**config.mk**
```make
export PLATFORM = sky130hd
export DESIGN_NAME = lfsr_sequencer_flat
export DESIGN_NICKNAME = d
export VERILOG_FILES = /design/src/rtl/lfsr_pkg.sv /design/src/rtl/lfsr_sequencer_if.sv /design/src/rtl/lfsr_core4.sv /design/src/rtl/lfsr_sequencer.sv /design/src/flat_wrapper.sv
export SDC_FILE = /design/constraint.sdc
export NUM_CORES = 1
export LEC_CHECK = 0
export ABC_AREA = 0
export BUFFER_PORTS_ARGS = -buffer_cell sky130_fd_sc_hd__buf_2
export CORE_MARGIN = 3
export CORE_UTILIZATION = 45
export DETAILED_ROUTE_END_ITERATION = 8
export GPL_TIMING_DRIVEN = 0
export PLACE_DENSITY_LB_ADDON = 0.25
export SLEW_MARGIN = 20
export SYNTH_ARGS = -nofsm -noshare
export SYNTH_HDL_FRONTEND = slang
export SYNTH_SLANG_ARGS = --single-unit
```
**constraint.sdc**
```tcl
create_clock -name clk -period 2.5 [get_ports clk]
set_input_delay 0.75 -clock clk [delete_from_list [all_inputs] [get_ports clk]]
set_output_delay 0.75 -clock clk [all_outputs]
set_load 0.01 [all_outputs]
```
**src/rtl/lfsr_pkg.sv**
```systemverilog
// lfsr_pkg: shared FSM encoding, counter width default, feedback taps and step function
package lfsr_pkg;
    localparam int CNT_W_DEF = 4;
    // feedback bit is the XOR of the tapped bits s[1] and s[0]
    localparam logic [3:0] TAPS = 4'b0011;
    typedef enum logic [1:0] {IDLE, LOAD, RUN, FIN} state_t;
    function automatic logic [3:0] lfsr_next(input logic [3:0] s);
        return {^(s & TAPS), s[3:1]};
    endfunction
endpackage

```
**src/rtl/lfsr_sequencer_if.sv**
```systemverilog
// lfsr_sequencer_if: run request (start/seed/steps/stop) and completion status (busy/done/flags/result/count)
interface lfsr_sequencer_if import lfsr_pkg::*; #(parameter int CNT_W = CNT_W_DEF);
    logic start, stop, busy, done, err, wrapped, aborted;
    logic [3:0] seed, result;
    logic [CNT_W-1:0] steps, count;
    modport master (output start, seed, steps, stop, input busy, done, err, wrapped, aborted, result, count);
    modport slave (input start, seed, steps, stop, output busy, done, err, wrapped, aborted, result, count);
endinterface

```
**src/rtl/lfsr_core4.sv**
```systemverilog
// lfsr_core4: 4-bit LFSR register
//   clk, reset (async active-low), load: take din, otherwise step; q: current state
module lfsr_core4 import lfsr_pkg::*; (
    input  logic       clk,
    input  logic       reset,
    input  logic       load,
    input  logic [3:0] din,
    output logic [3:0] q
);
    always_ff @(posedge clk or negedge reset)
        if (!reset) q <= '0;
        else q <= load ? din : lfsr_next(q);
endmodule

```
**src/rtl/lfsr_sequencer.sv**
```systemverilog
// lfsr_sequencer: runs the LFSR from a seed for N steps or until it wraps, reporting result and count
//   clk, reset (async active-low); bus: slave side of lfsr_sequencer_if
module lfsr_sequencer import lfsr_pkg::*; #(parameter int CNT_W = CNT_W_DEF) (
    input logic clk,
    input logic reset,
    lfsr_sequencer_if.slave bus
);
    state_t state;
    logic [3:0] seed_r, q, nxt;
    logic [CNT_W-1:0] steps_r, cnt, cnt_inc;
    logic hit_steps, hit_seed;
    assign nxt = lfsr_next(q);
    assign cnt_inc = cnt + CNT_W'(1);
    assign hit_steps = (steps_r != '0) && (cnt_inc == steps_r);
    assign hit_seed = nxt == seed_r;
    lfsr_core4 u_core (.clk(clk), .reset(reset), .load(state == LOAD), .din(seed_r), .q(q));
    // the core free-runs outside LOAD; result is sampled here, so a stop edge reports the unadvanced q
    always_ff @(posedge clk or negedge reset) begin
        if (!reset) begin
            state <= IDLE;
            seed_r <= '0;
            steps_r <= '0;
            cnt <= '0;
            bus.busy <= 1'b0;
            bus.done <= 1'b0;
            bus.err <= 1'b0;
            bus.wrapped <= 1'b0;
            bus.aborted <= 1'b0;
            bus.result <= '0;
            bus.count <= '0;
        end else begin
            bus.done <= 1'b0;
            bus.err <= 1'b0;
            bus.wrapped <= 1'b0;
            bus.aborted <= 1'b0;
            case (state)
                IDLE: if (bus.start) begin
                    if (bus.seed == 4'b0000) begin
                        bus.done <= 1'b1;
                        bus.err <= 1'b1;
                        bus.result <= '0;
                        bus.count <= '0;
                    end else begin
                        seed_r <= bus.seed;
                        steps_r <= bus.steps;
                        cnt <= '0;
                        bus.busy <= 1'b1;
                        state <= LOAD;
                    end
                end
                LOAD: state <= RUN;
                RUN: if (bus.stop) begin
                    state <= FIN;
                    bus.busy <= 1'b0;
                    bus.done <= 1'b1;
                    bus.aborted <= 1'b1;
                    bus.result <= q;
                    bus.count <= cnt;
                end else begin
                    cnt <= cnt_inc;
                    if (hit_steps || hit_seed) begin
                        state <= FIN;
                        bus.busy <= 1'b0;
                        bus.done <= 1'b1;
                        bus.wrapped <= hit_seed;
                        bus.result <= nxt;
                        bus.count <= cnt_inc;
                    end
                end
                FIN: state <= IDLE;
                default: state <= IDLE;
            endcase
        end
    end
endmodule

```
**src/flat_wrapper.sv**
```systemverilog
// flat-port wrapper written by rule: the top's interface ports become plain ports
module lfsr_sequencer_flat import lfsr_pkg::*;
#(parameter int CNT_W = CNT_W_DEF)
  (clk, reset, bus_start, bus_seed, bus_steps, bus_stop, bus_busy, bus_done, bus_err, bus_wrapped, bus_aborted, bus_result, bus_count);
  lfsr_sequencer_if #(.CNT_W(CNT_W)) bus_i ();
  input logic clk;
  input logic reset;
  input wire logic [$bits(bus_i.start)-1:0] bus_start;
  input wire logic [$bits(bus_i.seed)-1:0] bus_seed;
  input wire logic [$bits(bus_i.steps)-1:0] bus_steps;
  input wire logic [$bits(bus_i.stop)-1:0] bus_stop;
  output wire logic [$bits(bus_i.busy)-1:0] bus_busy;
  output wire logic [$bits(bus_i.done)-1:0] bus_done;
  output wire logic [$bits(bus_i.err)-1:0] bus_err;
  output wire logic [$bits(bus_i.wrapped)-1:0] bus_wrapped;
  output wire logic [$bits(bus_i.aborted)-1:0] bus_aborted;
  output wire logic [$bits(bus_i.result)-1:0] bus_result;
  output wire logic [$bits(bus_i.count)-1:0] bus_count;
  assign bus_i.start = bus_start;
  assign bus_i.seed = bus_seed;
  assign bus_i.steps = bus_steps;
  assign bus_i.stop = bus_stop;
  assign bus_busy = bus_i.busy;
  assign bus_done = bus_i.done;
  assign bus_err = bus_i.err;
  assign bus_wrapped = bus_i.wrapped;
  assign bus_aborted = bus_i.aborted;
  assign bus_result = bus_i.result;
  assign bus_count = bus_i.count;
  lfsr_sequencer #(.CNT_W(CNT_W)) u_core (.clk(clk), .reset(reset), .bus(bus_i));
endmodule
```
==> results of run 1 <==
## worst max-delay path by stage
stage	start	to	slack, ns	cells after the start
after floorplan	bus_seed[1]	u_core.bus.count[1]$_DFFE_PN0P_	0.26	5
after global routing	u_core.cnt[1]$_DFFE_PN0P_	u_core.bus.result[2]$_DFFE_PN0P_	0.15	6
after CTS	u_core.cnt[1]$_DFFE_PN0P_	u_core.bus.count[3]$_DFFE_PN0P_	0.26	6
after detailed placement	bus_seed[1]	u_core.bus.count[3]$_DFFE_PN0P_	-0.007	6
after global placement	bus_seed[1]	u_core.bus.result[0]$_DFFE_PN0P_	0.003	6
final	u_core.cnt[1]$_DFFE_PN0P_	u_core.bus.result[0]$_DFFE_PN0P_	0.24	6
## power by group through the flow
stage / clock network, mW / logic [mW] / registers, mW
3_3_place_gp: 0 / 0.950 / 0.846
4_1_cts: 0.427 / 0.991 / 0.848
5_1_grt: 0.455 / 1.10 / 0.885
2_1_floorplan: 0 / 0.746 / 0.846
6_report: 0.412 / 0.986 / 0.848
3_5_place_dp: 0 / 0.980 / 0.859
## metrics by stage
stage | instances | util [%] | hold slack [ns] | setup WS [ns]
global route | 217 | 55.1 | 0.470 | 0.154
finish | 217 | 55.1 | 0.435 | 0.237
floorplan | 140 | - | 0.454 | 0.263
detailed placement | 209 | 52.6 | 0.491 | -0.00704
CTS | 217 | 55.1 | 0.453 | 0.258
global placement | 209 | 52.6 | 0.484 | 0.00260
## worst reg2reg max path, stage by stage (launching register included)
cell and delay (ns):
dfrtp_1 0.45, ha_1 0.35, xnor2_1 0.18, nand3_1 0.10
a221o_1 0.36, a21oi_4 0.33, mux2_2 0.38
## synthesized netlist by cell type (2+ instances only)
cell and instances:
a21boi_0 3, a21o_1 2, a21oi_1 5, a22o_1 4, clkbuf_1 4, dfrtp_1 31, ha_1 5, inv_1 6
mux2_2 19, mux2i_1 6, nand2_1 7, nand2b_1 3, nand3_1 2, nor2_1 7, nor2b_1 4, o21ai_0 6
or3_1 2, xnor2_1 3, xor2_1 5
## cell type report
cell class / instances / area, um^2
Buffer: 6 / 26.3
Clock buffer: 6 / 51.3
Clock inverter: 2 / 35.0
Fill cell: 318 / 1520
Inverter: 6 / 22.5
Multi-Input combinational cell: 97 / 786
Sequential cell: 31 / 776
Tap cell: 46 / 57.6
Timing Repair Buffer: 23 / 115
## state kept, by name (all words and copies together), names as in the netlist
name / cells
u_core.steps_r: 4
u_core.u_core.q: 4
u_core.bus.busy: 1
u_core.bus.wrapped: 1
u_core.seed_r: 4
u_core.state: 2
u_core.bus.err: 1
u_core.bus.aborted: 1
u_core.bus.count: 4
u_core.bus.result: 4
u_core.bus.done: 1
u_core.cnt: 4
## placed cells by master (no fill, tap or decap), drive strengths merged, types with 2 or more instances in the layout
cell and count:
a21boi 3, a21o 2, a21oi 6, a22o 4
buf 25, clkbuf 10, dfrtp 31, ha 5
inv 6, mux2 19, mux2i 6, nand2 7
nand2b 3, nand3 2, nor2 7, nor2b 4
o21ai 6, or3 2, xnor2 3, xor2 5
## layer usage
metal / part of all wire, % / up-vias / wire length [um] / GRT usage, %
met1: 45 / 555 / 1380 / 21.8
met4: 2.5 / 0 / 76 / 8.29
met5: 0 / - / 0 / 0
li1: - / 557 / - / -
met2: 47 / 27 / 1430 / 25.8
met3: 5.6 / 10 / 170 / 6.12
## cell families (layout without fill, tap and decap cells)
| logic type | Yosys count | in the layout | synth area share, % |
|---|---|---|---|
| and+or+nand+nor | 31 | 31 | 10.2 |
| adders and majority gates | 5 | 5 | 3.89 |
| muxes | 25 | 25 | 17.0 |
| AOI/OAI and AO/OA | 27 | 27 | 12.0 |
| xor gates and xnor gates | 9 | 9 | 5.75 |
| DFF | 31 | 31 | 48.2 |
| buffers and inverters | 12 | 43 | 3.03 |
==> reports/results.txt, run 1 <==
Synth Warn #: 0
Final Hold Viols: 0
Root Buffer: clkbuf_4
Synthesized area: 1610 um^2
Dpl hpwl: 2190 um
Delay-heaviest family, CP: compound AO/OA/AOI/OAI gates
Sequential Power Share: 37.8%
Clock Sinks: 31
Reg2reg end: u_core.bus.result[0]$_DFFE_PN0P_
Post-synth ARST share: 100%
Leading area contributor after synthesis: dfrtp_1
Leakage Power: 0.890 nW
Number of buffers added on ports: 23
Site row count: 21
Synth unique cells: 35
Worst reg-to-reg path cell count: 6
Longest Clk Path Bufs: 2
Number of H-tree levels: 2
N_diodes: 0
Mapped Cells: 140
PostCTS Resize Cnt: 0
Hold Crit Class: in2async
Area delta synth->final: 16.1%
Min Tclk post-route: 2.26 ns
Final Power: 2.25 mW
Int Pwr: 1.43 mW
Final Skew: 0.0150 ns
Final GP Congestion: 0.798
Initial antenna violation count: 0
VDD IR max: 481 uV
Synthesized net count: 157
Layout cells sized above 1: 32.2%
Worst-Margin Slew: 0.680 ns
Hold-fix buffers at CTS: 0
Via count of the first global-routing pass: 1167
Vias per std cell: 5.29
Post-synth EDFFs: 0
Clock power share: 18.3%
Die area: 4330 um^2
Fmax: 442 MHz
Avg Cell Area, Syn: 11.5 um^2
Post-CTS setup buffers: 0
Switching portion of total power: 36.4%
First-pass GRT wire length: 5460 um
Antenna Violating Nets Remaining: 0
Clk pin slew, worst setup/hold paths: 0.10 ns
TritonCTS buffer count: 5
DP Area: 1780 um^2
Status: finished clean
Flop2flop setup slack: 0.24 ns
CTS tree: done
WP data required: 2.73 ns
Combinational power share: 43.9%
Net Sw Power: 0.817 mW
Period utilization: 90.5%
Critical path peak fanout: 8
Slowest cell on the critical path: dfrtp_1
Num ports: 25
Max-Cap Viols: 0
Worst r2r src: u_core.cnt[1]$_DFFE_PN0P_
DIE HEIGHT: 65.8 um
Drc violations: 0
Initial Util: 47.5%
Final instance area: 1870 um^2
Initial DRC count: 85
Largest net degree at the start of global routing: 32
Via count: 1149
Slew Limit Fails: 0
CP Class: reg2reg
Synth area leaders: dfrtp_1 48%, mux2_2 13%, ha_1 3.9%
Seq cells post-synth: 31
Slew HR: 54.6%
Grt ovf: 0
Slowest stage delay, CP: 0.45 ns
Startpoint types: flip-flop
Clock latency on the worst-skew pair: 0.34 ns
Setup TNS: 0 ns
Core area: 3390 um^2
Setup crit end kind: flip-flop
Die W: 65.8 um
Final setup violation count: 0
Drt total wl: 3060 um
RSZ-0062 raised after global routing: false
Nets: 187
WP data arrival: 2.49 ns
Global-route usage over all layers: 17.1%
P per Cell Area: 1200 nW/um^2
Critical-path cell list: ha_1 -> xnor2_1 -> nand3_1 -> a221o_1 -> a21oi_4 -> mux2_2
DR WL/cell: 14.1 um
Yosys top cell area share: 48.2%
Sequential element share of the synthesized area: 48.2%
Ys flop type: dfrtp_1
Initial DRT Pass Iterations: 4
Crit path buf inv count: 0
(Power assumes the default switching activity.)
==> inputs of run 2 (changes only) <==
Settings changed: CORE_ASPECT_RATIO set to 0.7.
==> run 2 against run 1 <==
Against the previous run:
- combinational power grew 0.5%
- highest routed layer unchanged
- final cell count increased by 0.46%
- critical endpoint is now u_core.bus.count[3]$_DFFE_PN0P_
- register-to-register slack got worse by 0.02 ns
==> reports/results.txt, run 2 (synthesis results as in run 1) <==
Status: finished clean
Drc violations: 0 (unchanged)
Nets: 187 (unchanged)
Worst r2r src: u_core.cnt[1]$_DFFE_PN0P_
Sequential Power Share: 37.6% (-0.2 points)
RSZ-0062 raised after global routing: false
Clock Sinks: 31 (unchanged)
Final setup violation count: 0 (unchanged)
Setup crit end kind: flip-flop
Worst reg-to-reg path cell count: 6 (unchanged)
Dpl hpwl: 2410 um (+10%)
Switching portion of total power: 36.6% (+0.20 points)
Int Pwr: 1.44 mW (+1.0%)
Initial DRC count: 46 (-46%)
TritonCTS buffer count: 5 (unchanged)
Worst Setup SP: u_core.cnt[1]$_DFFE_PN0P_
Fillers: 315 (-0.94%)
Largest net degree at the start of global routing: 32 (unchanged)
Slew HR: 54.6% (about the same)
Layout cells sized above 1: 31.6% (-0.58 points)
Worst-Margin Slew: 0.680 ns (+0.000109 ns)
Clock power share: 18.9% (+0.6 points)
Post-CTS setup buffers: 0 (unchanged)
First-pass GRT wire length: 5640 um (+3.3%)
N_diodes: 0 (unchanged)
CTS tree: done
Number of buffers added on ports: 23 (unchanged)
DR WL/cell: 14.8 um (+5.0%)
Die area: 4340 um^2 (+0.27%)
Combinational power share: 43.6% (-0.3 points)
Site row count: 17 (-19%)
DIE HEIGHT: 56.1 um (-15%)
Clk pin slew, worst setup/hold paths: 0.07 ns (-0.03 ns)
Most frequent cells in the layout: 31 x dfrtp_1, 23 x buf_2, 19 x mux2_2
Min Tclk post-route: 2.28 ns (+0.0188 ns)
Period utilization: 91.3% (+0.75 points)
Final Skew: 0.00652 ns (-0.00852 ns)
Initial DRT Pass Iterations: 5 (+1)
Final GP Congestion: 0.855 (+7.1%)
Root Buffer: clkbuf_8
Via count of the first global-routing pass: 1154 (-1.1%)
Critical path peak fanout: 8 (unchanged)
Die W: 77.5 um (+18%)
Hold Crit Class: in2async
Antenna Violating Nets Remaining: 0 (unchanged)
Final Hold Viols: 0 (unchanged)
Net Sw Power: 0.833 mW (+1.9%)
Setup TNS: 0 ns (unchanged)
Most Crowded Layer GR: met2
WP data required: 2.67 ns (-0.06 ns)
Fmax: 438 MHz (-0.82%)
VDD IR max: 593 uV (+23%)
Commonest non-fill, non-tap cell in the layout: dfrtp_1
Grt ovf: 0 (unchanged)
P per Cell Area: 1210 nW/um^2 (+0.54%)
Leakage Power: 0.894 nW (+0.37%)
Slew Limit Fails: 0 (unchanged)
Number of H-tree levels: 2 (unchanged)
Area delta synth->final: 17.0%
Initial antenna violation count: 0 (unchanged)
GRT met2 Usage: 24.7% (-1.1 points)
Register area: 776 um^2 (unchanged)
Initial Util: 49.2% (+1.7 points)
Longest Clk Path Bufs: 2 (unchanged)
Vias per std cell: 5.22 (-1.5%)
Reg2reg end: u_core.bus.count[3]$_DFFE_PN0P_
Core area: 3280 um^2 (-3.4%)
Drt total wl: 3230 um (+5.5%)
PostCTS Resize Cnt: 0 (unchanged)
Worst setup margin: 0.218 ns (-0.0188 ns)
Max-Cap Viols: 0 (unchanged)
Flop2flop setup slack: 0.22 ns (-0.02 ns)
WP data arrival: 2.45 ns (-0.04 ns)
Grt met1 use: 22.9% (+1.2 points)
CP Class: reg2reg
Met3 usage: 5.02% (-1.1 points)
Via count: 1137 (-1.0%)
Pre-CTS setup slack: -0.0292 ns (-0.0221 ns)
Num ports: 25 (unchanged)
Footprint of the multi-input gates: 786 um^2 (unchanged)
Startpoint types: flip-flop
Global-route usage over all layers: 17.1% (-0.072 points)
Hold-fix buffers at CTS: 0 (unchanged)
Clock latency on the worst-skew pair: 0.29 ns (-0.05 ns)
[run 2: through the flow]
step / hold WS, ns / power [mW] / area, um^2 / util, % / cells
floorplan: 0.454 / 1.59 / 1610 / - / 140
global placement: 0.483 / 1.81 / 1780 / 54.5 / 210
detailed placement: 0.490 / 1.86 / 1780 / 54.5 / 210
CTS: 0.505 / 2.30 / 1880 / 57.5 / 218
global route: 0.523 / 2.46 / 1880 / 57.5 / 218
finish: 0.498 / 2.28 / 1880 / 57.5 / 218
[run 2: layer usage]
layer | up-vias | share of wire, %
li1 | 553 | -
met1 | 556 | 49
met2 | 21 | 44
met3 | 7 | 4.5
met4 | 0 | 2.3
met5 | - | 0
[run 2: worst max path at each step]
| stage | endpoint | slack, ns | depth (start not counted) |
|---|---|---|---|
| final | u_core.bus.count[3]$_DFFE_PN0P_ | 0.22 | 6 |
| after global routing | u_core.bus.count[2]$_DFFE_PN0P_ | 0.09 | 6 |
| after CTS | u_core.bus.count[3]$_DFFE_PN0P_ | 0.23 | 6 |
| after detailed placement | u_core.bus.count[3]$_DFFE_PN0P_ | -0.03 | 6 |
| after global placement | u_core.bus.result[0]$_DFFE_PN0P_ | -0.01 | 6 |
| after floorplan | u_core.bus.count[1]$_DFFE_PN0P_ | 0.26 | 5 |
[run 2: final cells by class]
class	instances	area share, %
inverters	6	1.20
clock buffers	8	5.31
repair buffers	23	6.11
multi-input cells	97	41.7
flip-flops and latches	31	41.2
well taps	47	3.12
plain buffers	6	1.39
[run 2: worst max-delay path, stage by stage, from the launching register on]
cell	delay, ns
dfrtp_1	0.44
ha_1	0.35
xnor2_1	0.19
nand3_1	0.09
a221o_1	0.36
a21oi_4	0.35
mux2_2	0.38
[run 2: power by group through the flow]
stage / clock [mW] / combinational [mW] / sequential [mW]
2_1_floorplan: 0 / 0.746 / 0.846
3_3_place_gp: 0 / 0.956 / 0.853
3_5_place_dp: 0 / 0.995 / 0.867
4_1_cts: 0.438 / 1.00 / 0.857
5_1_grt: 0.467 / 1.10 / 0.891
6_report: 0.430 / 0.991 / 0.855
==> inputs of run 3 (changes only) <==
Settings changed: CELL_PAD_IN_SITES_DETAIL_PLACEMENT set to 0, CELL_PAD_IN_SITES_GLOBAL_PLACEMENT set to 1, CORE_UTILIZATION 45 to 44, TNS_END_PERCENT set to 100.
==> run 3 against run 2 <==
Against the previous run:
- combinational power down 1%
- register-to-register slack better by 0.08 ns
- clock-buffer cell count decreased by 1
- critical path type is now in2reg
- largest power group unchanged
==> reports/results.txt, run 3 (synthesis results as in run 1) <==
DP Area: 1780 um^2 (unchanged)
Global-route usage over all layers: 16.2% (-0.91 points)
Final setup violation count: 0 (unchanged)
Most frequent cells in the layout: 31 x dfrtp_1, 23 x buf_2, 19 x mux2_2, 7 x nand2_1, 7 x nor2_1
Status: finished clean
Die W: 78.3 um (+1.0%)
Root Buffer: clkbuf_8
RSZ-0062 raised after global routing: false
Hold-fix buffers at CTS: 0 (unchanged)
N_diodes: 0 (unchanged)
DIE HEIGHT: 56.6 um (+1.0%)
Drt total wl: 3120 um (-3.4%)
Nets: 187 (unchanged)
Number of H-tree levels: 2 (unchanged)
Period utilization: 89.4% (-1.8 points)
Slew HR: 54.7% (+0.097 points)
TritonCTS buffer count: 5 (unchanged)
Min Tclk post-route: 2.24 ns (-0.0461 ns)
Initial DRC count: 72 (+57%)
Slew Limit Fails: 0 (unchanged)
WP data required: 2.66 ns (about the same)
Via count: 1131 (-0.53%)
Post-CTS setup buffers: 0 (unchanged)
Longest Clk Path Bufs: 2 (unchanged)
Worst r2r src: u_core.cnt[1]$_DFFE_PN0P_
Max-Cap Viols: 0 (unchanged)
Drc violations: 0 (unchanged)
VDD IR max: 532 uV (-10%)
Antenna Violating Nets Remaining: 0 (unchanged)
Worst-Margin Slew: 0.679 ns (-0.00146 ns)
PostCTS Resize Cnt: 0 (unchanged)
Clock latency on the worst-skew pair: 0.28 ns (about the same)
Setup TNS: 0 ns (unchanged)
Final Skew: 0.00928 ns (+0.00276 ns)
Footprint of the multi-input gates: 786 um^2 (unchanged)
Initial antenna violation count: 0 (unchanged)
CP Class: in2reg
Critical path peak fanout: 8 (unchanged)
Area delta synth->final: 15.9%
Layout cells sized above 1: 31.0% (-0.58 points)
DR WL/cell: 14.3 um (-3.4%)
Initial Util: 48.5% (-0.63 points)
Final instance area: 1870 um^2 (-1.0%)
Final GP Congestion: 0.785 (-8.3%)
Commonest non-fill, non-tap cell in the layout: dfrtp_1
Worst reg-to-reg path cell count: 6 (unchanged)
Hold Crit Class: in2async
Leakage Power: 0.884 nW (-1.0%)
Clk pin slew, worst setup/hold paths: 0.06 ns (about the same)
Startpoint types: primary input
Number of buffers added on ports: 23 (unchanged)
Site row count: 17 (unchanged)
Core area: 3320 um^2 (+1.3%)
Vias per std cell: 5.19 (-0.53%)
WP data arrival: 2.40 ns (-0.05 ns)
Grt ovf: 0 (unchanged)
Largest net degree at the start of global routing: 32 (unchanged)
Final Power: 2.20 mW (-3.3%)
Reg2reg end: u_core.bus.result[0]$_DFFE_PN0P_
P per Cell Area: 1180 nW/um^2 (-2.3%)
Initial DRT Pass Iterations: 4 (-1)
Die area: 4430 um^2 (+2.1%)
Fmax: 447 MHz (+2.1%)
Via count of the first global-routing pass: 1160 (+0.52%)
Final Hold Viols: 0 (unchanged)
Clock Sinks: 31 (unchanged)
First-pass GRT wire length: 5480 um (-2.9%)
Flop2flop setup slack: 0.30 ns (+0.08 ns)
Fillers: 309 (-1.9%)
Setup crit end kind: flip-flop
CTS tree: done
Num ports: 25 (unchanged)
Register area: 776 um^2 (unchanged)
Dpl hpwl: 2350 um (-2.7%)
[run 3: cell count changes in the layout (fill, tap and decap cells not counted)]
| cell | change |
|---|---|
| clkbuf_8 | -2 |
| clkbuf_1 | +1 |
| clkinv_2 | +1 |
[run 3: power breakdown]
group	switching, mW	total [mW]	internal [mW]
Combinational	0.481	0.981	0.500
Clock	0.171	0.366	0.195
Sequential	0.160	0.854	0.693
Total	0.813	2.20	1.39
[run 3: cell type report]
type | instances | area share (%)
Clock inverter | 1 | 0.268
Timing Repair Buffer | 23 | 6.17
Clock buffer | 7 | 4.09
Buffer | 6 | 1.41
Multi-Input combinational cell | 97 | 42.1
Sequential cell | 31 | 41.6
Inverter | 6 | 1.21
Tap cell | 47 | 3.15
[run 3: worst max-delay path, stage by stage]
cell	delay (ns)
buf_2	0.10
or4_4	0.55
nor2_1	0.20
a21oi_1	0.11
a21oi_4	0.30
mux2_2	0.38
[run 3: metal layers]
metal	vias up	routed length [um]	track usage [%]	part of all wire, %
li1	550	-	-	-
met5	-	0	0	0
met3	6	142	4.49	4.6
met2	29	1320	22.8	42
met1	546	1600	23.1	51
met4	0	55	6.73	1.8
[run 3: metrics by stage]
step	hold slack (ns)	cells	setup WS, ns	utilization [%]
floorplan	0.454	140	0.263	-
global placement	0.484	210	-0.00183	53.8
detailed placement	0.498	210	-0.0261	53.8
CTS	0.513	218	0.260	56.2
global route	0.530	218	0.110	56.2
finish	0.506	218	0.264	56.2
[run 3: how the worst max path moves through the flow]
| stage | endpoint | slack [ns] | depth (start not counted) | startpoint |
|---|---|---|---|---|
| 4_1_cts | u_core.bus.result[0]$_DFFE_PN0P_ | 0.26 | 6 | bus_seed[1] |
| 5_1_grt | u_core.bus.result[1]$_DFFE_PN0P_ | 0.11 | 6 | bus_seed[1] |
| 3_3_place_gp | u_core.bus.result[0]$_DFFE_PN0P_ | -0.002 | 6 | bus_seed[1] |
| 2_1_floorplan | u_core.bus.count[1]$_DFFE_PN0P_ | 0.26 | 5 | bus_seed[1] |
| 6_report | u_core.bus.result[0]$_DFFE_PN0P_ | 0.26 | 6 | bus_seed[1] |
| 3_5_place_dp | u_core.bus.result[0]$_DFFE_PN0P_ | -0.03 | 6 | bus_seed[1] |
